[src/rtl/fb_draw_scheduler_pkg.sv]
// fb_draw_scheduler_pkg: shared state encoding, pixel defaults and sizing helper for the draw scheduler
package fb_draw_scheduler_pkg;
  typedef enum logic [1:0] {IDLE, CLEAR, DRAW, READY} fb_state_e;
  localparam int PIX_W_DEF = 5;
  localparam logic [PIX_W_DEF-1:0] BG_COLOR_DEF = 5'd0;
  localparam logic [PIX_W_DEF-1:0] TRANSP_DEF = 5'd31;
  localparam int COORD_W = 10;
  function automatic int idx_w(input int n);
    return n > 1 ? $clog2(n) : 1;
  endfunction
endpackage

[src/rtl/fb_draw_scheduler_rr_arbiter.sv]
// rr_arbiter: combinational round-robin pick of the first set request after the pointer
module rr_arbiter
  import fb_draw_scheduler_pkg::*;
#(
  parameter int N_REQ = 4,
  parameter int IDX_W = idx_w(N_REQ)
) (
  input  logic [N_REQ-1:0] req,
  input  logic [IDX_W-1:0] ptr,
  output logic [N_REQ-1:0] grant,
  output logic [IDX_W-1:0] winner,
  output logic             any
);
  logic [IDX_W-1:0] idx;
  always_comb begin
    grant = '0;
    winner = '0;
    any = 1'b0;
    idx = '0;
    for (int k = 1; k <= N_REQ; k++) begin
      idx = IDX_W'((int'(ptr) + k) % N_REQ);
      if (!any && req[idx]) begin
        any = 1'b1;
        grant[idx] = 1'b1;
        winner = idx;
      end
    end
  end
endmodule

[src/rtl/fb_draw_scheduler.sv]
// fb_draw_scheduler: per-frame clear/draw sequencer sharing one frame-buffer write port between sprite requesters
module fb_draw_scheduler
  import fb_draw_scheduler_pkg::*;
#(
  parameter int N_REQ = 4,
  parameter int FB_W = 320,
  parameter int FB_H = 240,
  parameter int PIX_W = PIX_W_DEF,
  parameter logic [PIX_W-1:0] BG_COLOR = PIX_W'(BG_COLOR_DEF),
  parameter logic [PIX_W-1:0] TRANSP = PIX_W'(TRANSP_DEF),
  parameter int ADDR_W = $clog2(FB_W * FB_H)
) (
  input  logic                     Clk,
  input  logic                     Reset,
  input  logic                     VS,
  input  logic [N_REQ-1:0]         req,
  input  logic [N_REQ*COORD_W-1:0] req_x,
  input  logic [N_REQ*COORD_W-1:0] req_y,
  input  logic [N_REQ*PIX_W-1:0]   req_pix,
  input  logic [N_REQ-1:0]         req_done,
  output logic [N_REQ-1:0]         grant,
  output logic                     wr_en,
  output logic [ADDR_W-1:0]        wr_addr,
  output logic [PIX_W-1:0]         wr_data,
  output logic                     front_sel,
  output logic                     frame_busy,
  output logic                     overrun
);
  localparam int IDX_W = idx_w(N_REQ);
  localparam int N_PIX = FB_W * FB_H;
  fb_state_e state, next_state;
  logic vs_q;
  logic vs_fall;
  logic [ADDR_W-1:0] clr_cnt;
  logic clr_last;
  logic [IDX_W-1:0] ptr;
  logic [IDX_W-1:0] winner;
  logic [N_REQ-1:0] arb_grant;
  logic any;
  logic [COORD_W-1:0] sel_x;
  logic [COORD_W-1:0] sel_y;
  logic [PIX_W-1:0] sel_pix;
  int lin_addr;
  logic draw_wr;
  logic nxt_en;
  logic [ADDR_W-1:0] nxt_addr;
  logic [PIX_W-1:0] nxt_data;

  rr_arbiter #(.N_REQ(N_REQ), .IDX_W(IDX_W)) u_arb (
    .req(req),
    .ptr(ptr),
    .grant(arb_grant),
    .winner(winner),
    .any(any)
  );

  assign vs_fall = vs_q & ~VS;
  assign clr_last = clr_cnt == ADDR_W'(N_PIX - 1);
  assign sel_x = req_x[COORD_W*winner +: COORD_W];
  assign sel_y = req_y[COORD_W*winner +: COORD_W];
  assign sel_pix = req_pix[PIX_W*winner +: PIX_W];
  assign lin_addr = int'(sel_y) * FB_W + int'(sel_x);
  assign draw_wr = any && int'(sel_x) < FB_W && int'(sel_y) < FB_H && sel_pix != TRANSP;

  always_ff @(posedge Clk) state <= Reset ? IDLE : next_state;

  always_comb begin
    next_state = state;
    case (state)
      IDLE: next_state = vs_fall ? CLEAR : IDLE;
      CLEAR: next_state = clr_last ? DRAW : CLEAR;
      DRAW: next_state = (&req_done && req == '0) ? READY : DRAW;
      READY: next_state = vs_fall ? CLEAR : READY;
      default: next_state = IDLE;
    endcase
  end

  always_comb begin
    grant = state == DRAW ? arb_grant : '0;
    frame_busy = state == CLEAR || state == DRAW;
    nxt_en = state == CLEAR || (state == DRAW && draw_wr);
    nxt_addr = state == CLEAR ? clr_cnt : (nxt_en ? ADDR_W'(lin_addr) : '0);
    nxt_data = state == CLEAR ? BG_COLOR : (nxt_en ? sel_pix : '0);
  end

  always_ff @(posedge Clk) begin
    if (Reset) begin
      vs_q <= 1'b1;
      clr_cnt <= '0;
      ptr <= IDX_W'(N_REQ - 1);
      front_sel <= 1'b0;
      overrun <= 1'b0;
      wr_en <= 1'b0;
      wr_addr <= '0;
      wr_data <= '0;
    end else begin
      vs_q <= VS;
      clr_cnt <= state == CLEAR ? (clr_last ? '0 : clr_cnt + 1'b1) : clr_cnt;
      ptr <= state == DRAW && any ? winner : ptr;
      front_sel <= state == READY && vs_fall ? ~front_sel : front_sel;
      overrun <= vs_fall && frame_busy;
      wr_en <= nxt_en;
      wr_addr <= nxt_addr;
      wr_data <= nxt_data;
    end
  end
endmodule

[config.mk]
export PLATFORM = sky130hd
export DESIGN_NAME = fb_draw_scheduler
export DESIGN_NICKNAME = d
export VERILOG_FILES = /design/src/rtl/fb_draw_scheduler_pkg.sv /design/src/rtl/fb_draw_scheduler_rr_arbiter.sv /design/src/rtl/fb_draw_scheduler.sv
export SDC_FILE = /design/constraint.sdc
export NUM_CORES = 1
export LEC_CHECK = 0
export BUFFER_PORTS_ARGS = -buffer_cell sky130_fd_sc_hd__buf_4
export CAP_MARGIN = 15
export CORE_MARGIN = 2
export CORE_UTILIZATION = 50
export DETAILED_ROUTE_END_ITERATION = 12
export PLACE_DENSITY_LB_ADDON = 0.08
export SKIP_LAST_GASP = 1
export SLEW_MARGIN = 20
export SYNTH_ARGS = -nofsm -noshare
export SYNTH_HDL_FRONTEND = slang
export SYNTH_SLANG_ARGS = --single-unit
[constraint.sdc]
create_clock -name Clk -period 8.35 [get_ports Clk]
set_input_delay 1.67 -clock Clk [delete_from_list [all_inputs] [get_ports Clk]]
set_output_delay 1.67 -clock Clk [all_outputs]
set_load 0.005 [all_outputs]
## Word level (Yosys, flattened, before mapping)

Index checks and enable logic that the tools add are counted.

- Register bits: 47

- Muxes and demuxes: 37
- Eq/ne operators: 5
- Magnitude comparators: 10
- Shift-type cells: 3
- $mul: 3
- Reductions and logical operators: 24
- $add $sub $neg: 6
- Bitwise logic cells: 7

Operators with widths:

| cell | count |
|---|---|
| 40-bit by 7-bit indexed part select with 10-bit output | 2 |
| 17-bit two-way mux | 3 |
| 4-bit two-way mux | 5 |
| 20-bit by 6-bit indexed part select with 5-bit output | 1 |
| 17-bit by 1-bit adder with 17-bit output (second input constant) | 1 |
| 17-bit by 10-bit adder with 17-bit output | 1 |
| 17-bit == test (second input constant) | 1 |
| 1-bit logical AND | 15 |
| 1-bit two-way mux | 14 |
| 2-bit by 3-bit < comparator with 1-bit output (second input constant) | 4 |
| 2-bit two-way mux | 6 |
| 4-bit bitwise OR | 3 |
| 10-bit by 3-bit multiplier with 11-bit output (second input constant) | 1 |
| 10-bit by 8-bit < comparator with 1-bit output (second input constant) | 1 |
| 10-bit by 9-bit < comparator with 1-bit output (second input constant) | 1 |
| 3-bit by 2-bit multiplier with 5-bit output (first input constant) | 2 |
| 1-bit binary-select mux with 2-bit select | 4 |
| 1-bit demux with 2-bit select | 4 |
| 2-bit by 1-bit greater-or-equal comparator with 1-bit output (second input constant) | 4 |
| 2-bit one-hot mux with 4 select lines | 1 |
| 5-bit inequality test (second input constant) | 1 |
| 2-bit by 1-bit adder with 2-bit output (second input constant) | 2 |
| 2-bit adder (second input constant) | 2 |
| 2-bit == test (second input constant) | 2 |
| other kinds (9) | 14 |

## Depth between registers and ports, before layout

Gate-level depths: netlist of the first run.

- Depth after elaboration: 23
- Mapped depth: 28

## Cells and area by module

From an unflattened synthesis of the first run, not the netlist that was laid out.

- Cell total of the unflattened synthesis: 375
- Area total of the unflattened synthesis: 3,711.1 um^2

Modules (own cells, without submodules):

| module | sequential area each (um^2) | cells each | times used | area an instance (um^2) |
|---|---|---|---|---|
| fb_draw_scheduler | 940.9 | 307 | 1 | 3,185.6 |
| rr_arbiter | 0.0 | 68 | 1 | 525.5 |

## Worst setup path before layout of the first run

Ideal clock, no wire load.

- Path type: input-to-reg
- From: in req[3]
- To: reg wr_addr[16]
- Path buffers: 4
- Arrival: 6.264 ns
- Slack: 1.964 ns
- Setup time: 0.122 ns
- Stages: 24
- Cell sequence: buf_2 > mux4_2 > o32ai_1 > nand2_1 > nand2_1 > buf_2 > buf_2 > buf_1 > nand2_1 > nand2_1 > nor2_1 > a31oi_1 > ha_1 > ha_1 > fa_1 > a21o_1 > a21oi_1 > o21bai_1 > a21oi_1 > xnor2_1 > nand3_1 > xor2_1 > xnor2_1 > o21ai_0

- Cells in the longest elaborated chain, start to end: 22
- Elaborated cells between the ends (all ways): 39

RTL lines:

| item | RTL line | RTL |
|---|---|---|
| start: declaration | fb_draw_scheduler.sv:16 | `input logic [N_REQ-1:0] req,` |
| branches (longest 20 deep; another with 1-bit binary-select mux with 2-bit select) | -- |  |
| 17-bit two-way mux * (2 in a row) | fb_draw_scheduler.sv:82 | `nxt_addr = state == CLEAR ? clr_cnt : (nxt_en ? ADDR_W'(lin_addr) : '0);` |
| end signal: assignment | fb_draw_scheduler.sv:103 | `wr_addr <= nxt_addr;` |
| end: declaration | fb_draw_scheduler.sv:23 | `output logic [ADDR_W-1:0] wr_addr,` |

Mark *: on every way between the ends. The select of a mux whose other input is x is not followed.
A chain may end at the register's enable or synchronous reset.

## Worst setup path after layout of the first run

- From: reg ptr[0]
- To: reg wr_addr[16]

- Cells in the longest elaborated chain, start to end: 23
- Elaborated cells between the ends (all ways): 43

RTL lines:

| item | RTL line | RTL |
|---|---|---|
| start: declaration | fb_draw_scheduler.sv:36 | `logic [IDX_W-1:0] ptr;` |
| start signal: assignment | fb_draw_scheduler.sv:90 | `ptr <= IDX_W'(N_REQ - 1);` |
| start signal: assignment | fb_draw_scheduler.sv:99 | `ptr <= state == DRAW && any ? winner : ptr;` |
| branches (longest 21 deep; another with 2-bit by 1-bit adder with 2-bit output) | -- |  |
| 17-bit two-way mux * (2 in a row) | fb_draw_scheduler.sv:82 |  |

Marked as above.

==> flow_metrics.env, run 1 <==
export IMPL_grt_pass1_vias=3540
export IMPL_ys_warn_count=0
export IMPL_diodes=0
export IMPL_clk_pin_slew_worst_paths_ns=0.09
export IMPL_via_per_inst=5.29
export IMPL_worstPathArrival_ns=6.44
export IMPL_cts_buffers=5
export IMPL_path_class="flop to flop"
export IMPL_syn_to_final_growth_pct=30.9
export IMPL_initial_utilization_pct=51.7
export IMPL_synth_edf_count=0
export IMPL_setup_viol=0
export IMPL_groute_usage_overall_pct=23.2
export IMPL_wl_per_cell_um=14.0
export IMPL_cpMaxStageDelayCell="dfxtp_1"
export IMPL_layout_common_cells="141 x buf_4, 99 x nand2_1, 47 x dfxtp_1"
export IMPL_num_vias=3662
export IMPL_nFillCells=643
export IMPL_cts_hold_buffers=0
export IMPL_cts_tree="done"
export IMPL_die_h_um=90.6
export IMPL_ys_types=51
export IMPL_clockRootBuffer="clkbuf_8"
export IMPL_worstPathCellList="inv_1 -> ha_1 -> mux4_2 -> nor2_1 -> nand2_1 -> nand2_1 -> nand2_1 -> nand2_1 -> nor2_1 -> a31oi_1 -> ha_1 -> ha_1 -> fa_1 -> a21o_1 -> a21oi_1 -> o21bai_1 -> a21oi_1 -> xnor2_1 -> nand3_1 -> xor2_1 -> xnor2_1 -> o21ai_0"
export IMPL_synth_seq_area_share_pct=25.1
export IMPL_grt_remaining_overflow=0
export IMPL_drcViolationCount=0
export IMPL_outcome="finished clean"
export IMPL_cts_num_sinks=47
export IMPL_final_min_clock_period_ns=6.28
export IMPL_endpoint_kind="flop"
export IMPL_num_rows=31
export IMPL_synth_nets=612
export IMPL_syn_cell_area_um2=3750
export IMPL_cap_viol_max_count=0
export IMPL_hold_viol=0
export IMPL_path_buf_inv=1
export IMPL_core_um2=7250
export IMPL_synth_cells=471
export IMPL_hpwl_um=7890
export IMPL_yosysTopAreaCell="dfxtp_1"
export IMPL_worstPathMaxFanout=28
export IMPL_cpPeakStageDelay_ns=0.80
export IMPL_ir_worst_vdd_v=0.0000699
export IMPL_layout_commonest_cell="buf_4"
export IMPL_ant_nets=0
export IMPL_worst_slew_pin_slew_ns=1.11
export IMPL_crit_required_ns=8.52
export IMPL_routabilityCongestion=0.847
export IMPL_finClkSkew_ns=0.00999
export IMPL_htree_num_levels=2
export IMPL_tns_ns=0
export IMPL_ys_seq_elements=47
export IMPL_slew_viol_final=0
export IMPL_avgSynthCellArea_um2=7.96
export IMPL_final_area_um2=4910
export IMPL_timing_fmax_mhz=159
export IMPL_synthTopCellsByArea="dfxtp_1 25%, nand2_1 9.9%, ha_1 9.3%"
export IMPL_synthDominantCellAreaShare_pct=25.1
export IMPL_leakage_uw=0.00231
export IMPL_async_flop_share_pct=0
export IMPL_grt_pass1_wl_um=15900
export IMPL_powerDensity_nw_per_um2=126
export IMPL_drive_gt1_share_pct=29.8
export IMPL_firstDrtPassIters=4
export IMPL_ctsResizeCount=0
export IMPL_routed_wirelength_um=9680
export IMPL_fin_nets=733
export IMPL_finalCritPeriodShare_pct=75.2
export IMPL_io_buffers=140
export IMPL_crit_top_cell="nand2_1"
export IMPL_dieArea_um2=8210
export IMPL_clock_latency_ns=0.30
export IMPL_grt_max_degree=39
export IMPL_place_area_um2=4810
export IMPL_critPathTopFamily="adder cells"
export IMPL_die_x_um=90.6
export IMPL_hold_class="flop to flop"
export IMPL_rsz0062_at_grt="no"
export IMPL_cts_path_max_buffers=2
export IMPL_ios=141
export IMPL_cts_setup_buffers=0
export IMPL_synth_flop_cell="dfxtp_1"
export IMPL_slew_headroom_pct=25.9
export IMPL_antenna_found_initial=0
export IMPL_start_kind="flop"
export IMPL_drt_initial_drc_count=148
worst paths after layout:
check / start / slack [ns] / depth (start not counted) / to
worst min register to register: clr_cnt[5]$_SDFFE_PP0P_ / 0.49 / 2 / wr_addr[5]$_SDFF_PP0_
worst max register to register: ptr[0]$_SDFFE_PP1P_ / 2.07 / 22 / wr_addr[16]$_SDFF_PP0_
worst max-delay path: ptr[0]$_SDFFE_PP1P_ / 2.07 / 22 / wr_addr[16]$_SDFF_PP0_
worst min-delay path: clr_cnt[5]$_SDFFE_PP0P_ / 0.49 / 2 / wr_addr[5]$_SDFF_PP0_
cell families (layout without fill, tap and decap cells):
group | count (synthesis) | after routing | synth area share [%]
buf+inv | 44 | 166 | 5.20
flops | 47 | 47 | 25.1
mux | 27 | 27 | 11.3
fa+ha+maj | 30 | 30 | 10.4
compound gates | 84 | 84 | 15.0
simple gates | 202 | 202 | 24.3
xor+xnor | 37 | 37 | 8.64
routing by layer:
metal  global-route usage [%]  share of wire, %
met1                     29.9                43
met2                     40.8                50
met4                     3.85              0.70
met5                        0                 0
met3                     4.67               6.4
tightest hold or removal path, stage by stage, from the launching register on:
cell	delay, ns
dfxtp_1	0.34
nand2_1	0.06
o21ai_1	0.05
cell usage after synthesis (5+ instances only):
cell type / instances
nand3_1: 26
nor2b_1: 10
nor2_1: 38
ha_1: 28
mux2i_1: 11
mux4_2: 12
nand2_1: 99
a21oi_1: 10
and3_1: 9
xnor2_1: 16
o21ai_0: 17
a221oi_1: 7
clkbuf_1: 15
a31oi_1: 5
o21ai_1: 15
inv_1: 17
dfxtp_1: 47
buf_2: 6
xor2_1: 21
report_power, final:
group	total (uW)	internal [uW]	switching, uW	leakage (uW)
Clock	148	67.7	79.8	0.0000474
Combinational	246	121	125	0.00188
Sequential	227	226	1.36	0.000379
flip-flops by register name (all words and copies together) (netlist names):
register / flops
overrun: 1
clr_cnt: 17
state: 2
vs_q: 1
front_sel: 1
wr_en: 1
wr_addr: 17
ptr: 2
wr_data: 5
through the flow:
step | worst slack (ns) | total power (uW) | utilization (%) | cells | hold WS, ns
after floorplan | 1.96 | 397 | - | 471 | 0.447
after global placement | 2.00 | 470 | 66.3 | 684 | 0.471
after detailed placement | 1.82 | 476 | 66.3 | 684 | 0.469
after CTS | 2.03 | 624 | 67.7 | 692 | 0.488
after global routing | 1.43 | 660 | 67.7 | 692 | 0.513
final | 2.07 | 620 | 67.7 | 692 | 0.488
final cells by class:
class | count | area [um2] | area share (%)
Sequential cell | 47 | 941 | 19.2
Timing Repair Buffer | 141 | 1060 | 21.6
Clock inverter | 2 | 16.3 | 0.331
Multi-Input combinational cell | 380 | 2620 | 53.4
Clock buffer | 6 | 82.6 | 1.68
Inverter | 17 | 63.8 | 1.30
Tap cell | 99 | 124 | 2.52
Power figures use the tool's default switching activity.
==> run 2: changes to the inputs <==
==> constraint.sdc (replaced) <==
create_clock -name Clk -period 6.3 [get_ports Clk]
set_input_delay 1.26 -clock Clk [delete_from_list [all_inputs] [get_ports Clk]]
set_output_delay 1.26 -clock Clk [all_outputs]
set_load 0.005 [all_outputs]
==> run 2 against run 1 <==
Net effect:
- routed wire length is 3.3% higher
- critical path type unchanged
- maximum frequency is 13% higher
- count of clock-buffer cells in the layout stayed put
- clock power is 80% higher
- largest power group unchanged
- sequential cell count stayed put
- via count is 2.9% higher
- clock skew is 0.0071 ns higher
- sequential power is 33% higher
- worst setup slack worse by 1.3 ns
- core utilization is 1.0 points higher
- critical path depth is 1 lower
- first-iteration DRC count is 22% lower
==> flow_metrics.env, run 2 (synthesis gave the netlist of run 1 again) <==
export IMPL_final_min_clock_period_ns=5.54
export IMPL_drt_initial_drc_count=115
export IMPL_via_per_inst=5.40
export IMPL_grt_pass1_vias=3650
export IMPL_ir_worst_vdd_v=0.000115
export IMPL_dieArea_um2=8210
export IMPL_num_vias=3767
export IMPL_cap_viol_max_count=0
export IMPL_rsz0062_at_grt="no"
export IMPL_path_class="flop to flop"
export IMPL_ant_nets=0
export IMPL_reg_largest_list="clr_cnt: 17 flops, wr_addr: 17 flops, wr_data: 5 flops"
export IMPL_register_area_um2=941
export IMPL_wl_per_cell_um=14.3
export IMPL_tns_ns=0
export IMPL_syn_to_final_growth_pct=32.8
export IMPL_hold_class="flop to flop"
export IMPL_clockRootBuffer="clkbuf_8"
export IMPL_io_buffers=140
export IMPL_worst_slew_pin_slew_ns=0.646
export IMPL_crit_start="ptr[0]$_SDFFE_PP1P_"
export IMPL_finalCritPeriodShare_pct=87.9
export IMPL_ctsResizeCount=0
export IMPL_netSwitchingPower_uw=274
export IMPL_diodes=0
export IMPL_routabilityCongestion=0.834
export IMPL_clock_latency_ns=0.30
export IMPL_r2r_start="ptr[0]$_SDFFE_PP1P_"
export IMPL_grt_pass1_wl_um=16500
export IMPL_cts_tree="done"
export IMPL_dpl_cell_count=689
export IMPL_final_cells=697
export IMPL_grt_max_degree=29
export IMPL_layout_commonest_cell="buf_4"
export IMPL_top_layer="met4"
export IMPL_leakage_uw=0.00235
export IMPL_num_rows=31
export IMPL_hold_viol=0
export IMPL_cts_setup_buffers=0
export IMPL_start_kind="flop"
export IMPL_drive_gt1_share_pct=30.4
export IMPL_clk_pin_slew_worst_paths_ns=0.10
export IMPL_setup_viol=0
export IMPL_endpoint_kind="flop"
export IMPL_finClkSkew_ns=0.0171
export IMPL_timing_fmax_mhz=181
export IMPL_drcViolationCount=0
export IMPL_cts_num_sinks=47
export IMPL_slew_viol_final=0
export IMPL_fin_nets=738
export IMPL_grt_remaining_overflow=0
export IMPL_power_share_switching_pct=30.6
export IMPL_hp_start="clr_cnt[6]$_SDFFE_PP0P_"
export IMPL_nFillCells=621
export IMPL_wl_met3_um=577
export IMPL_firstDrtPassIters=4
export IMPL_ff2ff_setup_slack_ns=0.76
export IMPL_htree_num_levels=2
export IMPL_slew_headroom_pct=56.7
export IMPL_wl_met2_um=4990
export IMPL_die_x_um=90.6
export IMPL_worstPathMaxFanout=18
export IMPL_cts_hold_buffers=0
export IMPL_outcome="finished clean"
export IMPL_wl_met1_um=4340
export IMPL_groute_usage_overall_pct=24.1
export IMPL_crit_required_ns=6.47
export IMPL_die_h_um=90.6
export IMPL_layout_common_cells="146 x buf_4, 99 x nand2_1, 47 x dfxtp_1"
export IMPL_cts_buffers=5
export IMPL_p_int_uw=620
export IMPL_cts_path_max_buffers=2
export IMPL_power_frac_clock_pct=29.8
export IMPL_hpwl_um=8070
export IMPL_initial_utilization_pct=51.7
export IMPL_seqPwrFrac_pct=33.7
export IMPL_worstPathArrival_ns=5.71
export IMPL_multi_input_area_um2=2630
export IMPL_routed_wirelength_um=10000
export IMPL_core_um2=7250
export IMPL_powerDensity_nw_per_um2=179
export IMPL_antenna_found_initial=0
export IMPL_ios=141
export IMPL_combPwrFrac_pct=36.6
[run 2: routing by layer]
layer / track usage (%) / vias up
li1: - / 1878
met1: 31.2 / 1763
met2: 42.4 / 118
met3: 3.84 / 8
met4: 5.13 / 0
met5: 0 / -
[run 2: final cells by class]
type	count	share of cell area, %
Multi-Input combinational cell	380	52.7
Timing Repair Buffer	146	22.0
Sequential cell	47	18.9
Tap cell	99	2.49
Clock buffer	6	1.46
Inverter	17	1.28
Clock inverter	2	1.21
[run 2: stage by stage]
step                      hold slack, ns  power (uW)  instance area (um2)  util, %  worst slack (ns)
final                              0.470         894                 4980     68.7             0.764
after global routing               0.506         946                 4980     68.7             0.315
after CTS                          0.479         894                 4980     68.7             0.794
after detailed placement           0.473         631                 4850     66.8             0.613
after global placement             0.466         624                 4850     66.8             0.764
after floorplan                    0.447         526                 3750        -             0.324
[run 2: worst paths after layout]
kind / to / cells after the start
worst max-delay path: wr_addr[16]$_SDFF_PP0_ / 21
worst min-delay path: wr_addr[6]$_SDFF_PP0_ / 2
worst max register to register: wr_addr[16]$_SDFF_PP0_ / 21
worst min register to register: wr_addr[6]$_SDFF_PP0_ / 2
[run 2: power by group through the flow]
| stage | sequential (uW) | combinational, uW | clock, uW |
|---|---|---|---|
| after floorplan | 308 | 218 | 0 |
| after global placement | 308 | 316 | 0 |
| after detailed placement | 308 | 323 | 0 |
| after CTS | 301 | 326 | 267 |
| after global routing | 301 | 363 | 282 |
| final | 301 | 327 | 266 |
[run 2: critical path: stages (launching register included)]
cell and delay [ns]:
dfxtp_1 0.32, buf_4 0.24, inv_1 0.18, ha_1 0.50, mux4_2 0.69, inv_1 0.16
a21oi_2 0.09, nor2_4 0.39, nor2_1 0.09, a31oi_1 0.38, ha_1 0.33, ha_1 0.22
fa_1 0.41, a21o_1 0.18, a21oi_1 0.23, o21bai_1 0.10, a21oi_1 0.18, xnor2_1 0.18
nand3_1 0.12, xor2_1 0.17, xnor2_1 0.13, o21ai_0 0.09
==> run 3: changes to the inputs <==
--- a/config.mk
+++ b/config.mk
@@ -5,10 +5,11 @@
 export SDC_FILE = /design/constraint.sdc
 export NUM_CORES = 1
 export LEC_CHECK = 0
+export ABC_AREA = 1
 export BUFFER_PORTS_ARGS = -buffer_cell sky130_fd_sc_hd__buf_4
 export CAP_MARGIN = 15
 export CORE_MARGIN = 2
-export CORE_UTILIZATION = 50
+export CORE_UTILIZATION = 52
 export DETAILED_ROUTE_END_ITERATION = 12
 export PLACE_DENSITY_LB_ADDON = 0.08
 export SKIP_LAST_GASP = 1
==> run 3 against run 2 <==
Net effect:
- count of clock-buffer cells in the layout shrank 1
- clock skew shrank 0.0094 ns
- critical endpoint unchanged
- core utilization shrank 1.1 points
- first-iteration DRC count grew 100%
- highest routed layer unchanged
- final area grew 10%
- die area grew 10%
- maximum frequency grew 4.7%
- non-clock buffer count grew 3
- clock power shrank 29%
- synthesized cell count grew 47%
- critical path depth grew 4
- via count grew 30%
==> flow_metrics.env, run 3 <==
export IMPL_outcome="finished clean"
export IMPL_antenna_found_initial=0
export IMPL_synth_most_common_cell="nand2_1"
export IMPL_synth_seq_area_share_pct=21.8
export IMPL_hp_start="vs_q$_SDFF_PP1_"
export IMPL_synthDominantCellAreaShare_pct=21.8
export IMPL_hold_class="flop to flop"
export IMPL_ir_worst_vdd_v=0.000105
export IMPL_die_h_um=95.1
export IMPL_endpoint_kind="flop"
export IMPL_cts_tree="done"
export IMPL_fin_nets=960
export IMPL_hold_viol=0
export IMPL_drt_initial_drc_count=231
export IMPL_crit_required_ns=6.53
export IMPL_ctsResizeCount=0
export IMPL_wl_per_cell_um=13.3
export IMPL_synth_nets=833
export IMPL_tns_ns=0
export IMPL_clockRootBuffer="clkbuf_8"
export IMPL_worst_slew_pin_slew_ns=0.856
export IMPL_crit_start="ptr[0]$_SDFFE_PP1P_"
export IMPL_hpwl_um=9770
export IMPL_synthTopCellsByArea="dfxtp_1 22%, nand2_1 15%, ha_1 8.1%"
export IMPL_synth_xor_area_share_pct=4.67
export IMPL_cap_viol_max_count=0
export IMPL_r2r_start="ptr[0]$_SDFFE_PP1P_"
export IMPL_die_x_um=95.1
export IMPL_syn_cell_area_um2=4310
export IMPL_grt_max_degree=30
export IMPL_routed_wirelength_um=12300
export IMPL_firstDrtPassIters=4
export IMPL_via_per_inst=5.31
export IMPL_hold_ws_ns=0.468
export IMPL_worstPathMaxFanout=21
export IMPL_clock_latency_ns=0.30
export IMPL_ys_warn_count=0
export IMPL_cts_hold_buffers=0
export IMPL_final_min_clock_period_ns=5.29
export IMPL_cts_num_sinks=47
export IMPL_synth_mux_area_fraction_pct=0
export IMPL_groute_usage_overall_pct=27.2
export IMPL_ys_seq_elements=47
export IMPL_dieArea_um2=9040
export IMPL_cts_buffers=5
export IMPL_routabilityCongestion=0.876
export IMPL_path_class="flop to flop"
export IMPL_setup_viol=0
export IMPL_layout_commonest_cell="nand2_1"
export IMPL_finClkSkew_ns=0.00765
export IMPL_avgSynthCellArea_um2=6.23
export IMPL_synth_flop_cell="dfxtp_1"
export IMPL_start_kind="flop"
export IMPL_finalCritPeriodShare_pct=84.0
export IMPL_htree_num_levels=2
export IMPL_timing_fmax_mhz=189
export IMPL_layout_common_cells="177 x nand2_1, 149 x buf_4, 89 x inv_1"
export IMPL_synthAdderAreaFrac_pct=9.05
export IMPL_diodes=0
export IMPL_grt_pass1_wl_um=19800
export IMPL_powerDensity_nw_per_um2=166
export IMPL_ant_nets=0
export IMPL_syn_to_final_growth_pct=27.4
export IMPL_yosysTopAreaCell="dfxtp_1"
export IMPL_async_flop_share_pct=0
export IMPL_ys_types=45
export IMPL_synth_compound_area_share_pct=12.5
export IMPL_synth_cells=692
export IMPL_initial_utilization_pct=53.0
export IMPL_cts_path_max_buffers=2
export IMPL_num_rows=33
export IMPL_ios=141
export IMPL_drcViolationCount=0
export IMPL_reg_largest_list="clr_cnt: 17 flops, wr_addr: 17 flops, wr_data: 5 flops"
export IMPL_grt_remaining_overflow=0
export IMPL_slew_headroom_pct=42.9
export IMPL_rsz0062_at_grt="no"
export IMPL_clk_pin_slew_worst_paths_ns=0.09
export IMPL_synthTopCellsByCount="177 x nand2_1, 89 x inv_1, 76 x nor2_1, 47 x dfxtp_1, 46 x nand3_1"
export IMPL_worstPathArrival_ns=5.52
export IMPL_drive_gt1_share_pct=24.9
export IMPL_synth_top_family_by_area="simple AND/OR/NAND/NOR gates"
export IMPL_core_um2=8130
export IMPL_synth_edf_count=0
export IMPL_io_buffers=140
export IMPL_leakage_uw=0.00290
export IMPL_num_vias=4910
export IMPL_cts_setup_buffers=0
export IMPL_yosys_area_share_simple_pct=40.1
export IMPL_grt_pass1_vias=4543
export IMPL_slew_viol_final=0
[run 3: cell count changes in the layout (fill, tap and decap cells not counted), sizes merged, moves of 12 or more]
cell / previous run / this run
nand3: 27 / 51
nand4: 0 / 32
nor2: 38 / 88
mux4: 12 / 0
inv: 17 / 95
nand2: 99 / 191
[run 3: cell families (layout without fill, tap and decap cells)]
family | after synthesis | after routing
xor gates and xnor gates | 23 | 23
DFF | 47 | 47
buffers and inverters | 122 | 250
and+or+nand+nor | 381 | 381
adders and majority gates | 30 | 30
AOI/OAI and AO/OA | 89 | 89
[run 3: area by class of cell]
cell class / instances / area (um2)
fill: 730 / 2640
sequential: 47 / 941
timing repair buffer: 149 / 1120
tap: 105 / 131
inverter: 93 / 354
clock buffer: 5 / 68.8
multi-input combinational: 523 / 2860
clock inverter: 3 / 22.5
[run 3: report_power, final]
group          total [uW]  leakage (uW)  switching (uW)  internal (uW)
combinational         415       0.00247             236            179
sequential            309      0.000381            3.86            305
clock                 190     0.0000489             110           80.5
[run 3: final timing paths]
path / endpoint / slack (ns) / cells past startpoint
worst max-delay path: wr_addr[16]$_SDFF_PP0_ / 1.01 / 25
worst min-delay path: overrun$_SDFF_PP0_ / 0.47 / 2
worst max register to register: wr_addr[16]$_SDFF_PP0_ / 1.01 / 25
worst min register to register: overrun$_SDFF_PP0_ / 0.47 / 2
[run 3: critical path: stages (launching register included)]
cell and delay [ns]:
dfxtp_1 0.72, inv_6 0.13, ha_1 0.41, inv_1 0.14, nand3_1 0.10, nand2_2 0.13, a21oi_2 0.07, nand2_2 0.07
nand3_2 0.31, inv_2 0.35, o21ai_0 0.12, o22ai_1 0.38, ha_1 0.32, ha_1 0.23, fa_1 0.41, xor2_1 0.31
nand3_1 0.18, nor2_1 0.12, nand2_1 0.07, nor2_1 0.14, nand2_1 0.08, nand2_1 0.07, nand2_1 0.04, nor2_1 0.11
nand2_1 0.06, a21oi_1 0.12
[run 3: stage by stage]
step | instances | worst slack, ns | total power [uW] | utilization, % | cell area (um2)
after global placement | 917 | 1.09 | 718 | 66.5 | 5410
after detailed placement | 917 | 0.842 | 727 | 66.5 | 5410
after floorplan | 692 | 1.42 | 602 | - | 4310
final | 925 | 1.01 | 914 | 67.6 | 5500
after global routing | 925 | 0.460 | 990 | 67.6 | 5500
after CTS | 925 | 1.02 | 921 | 67.6 | 5500
[run 3: routing by layer]
layer	up-vias	track usage, %	part of all wire [%]
met5	-	0	0
met4	0	6.16	1.6
met3	22	5.22	7.7
met2	178	48.8	48
met1	2216	33.5	42
li1	2494	-	-
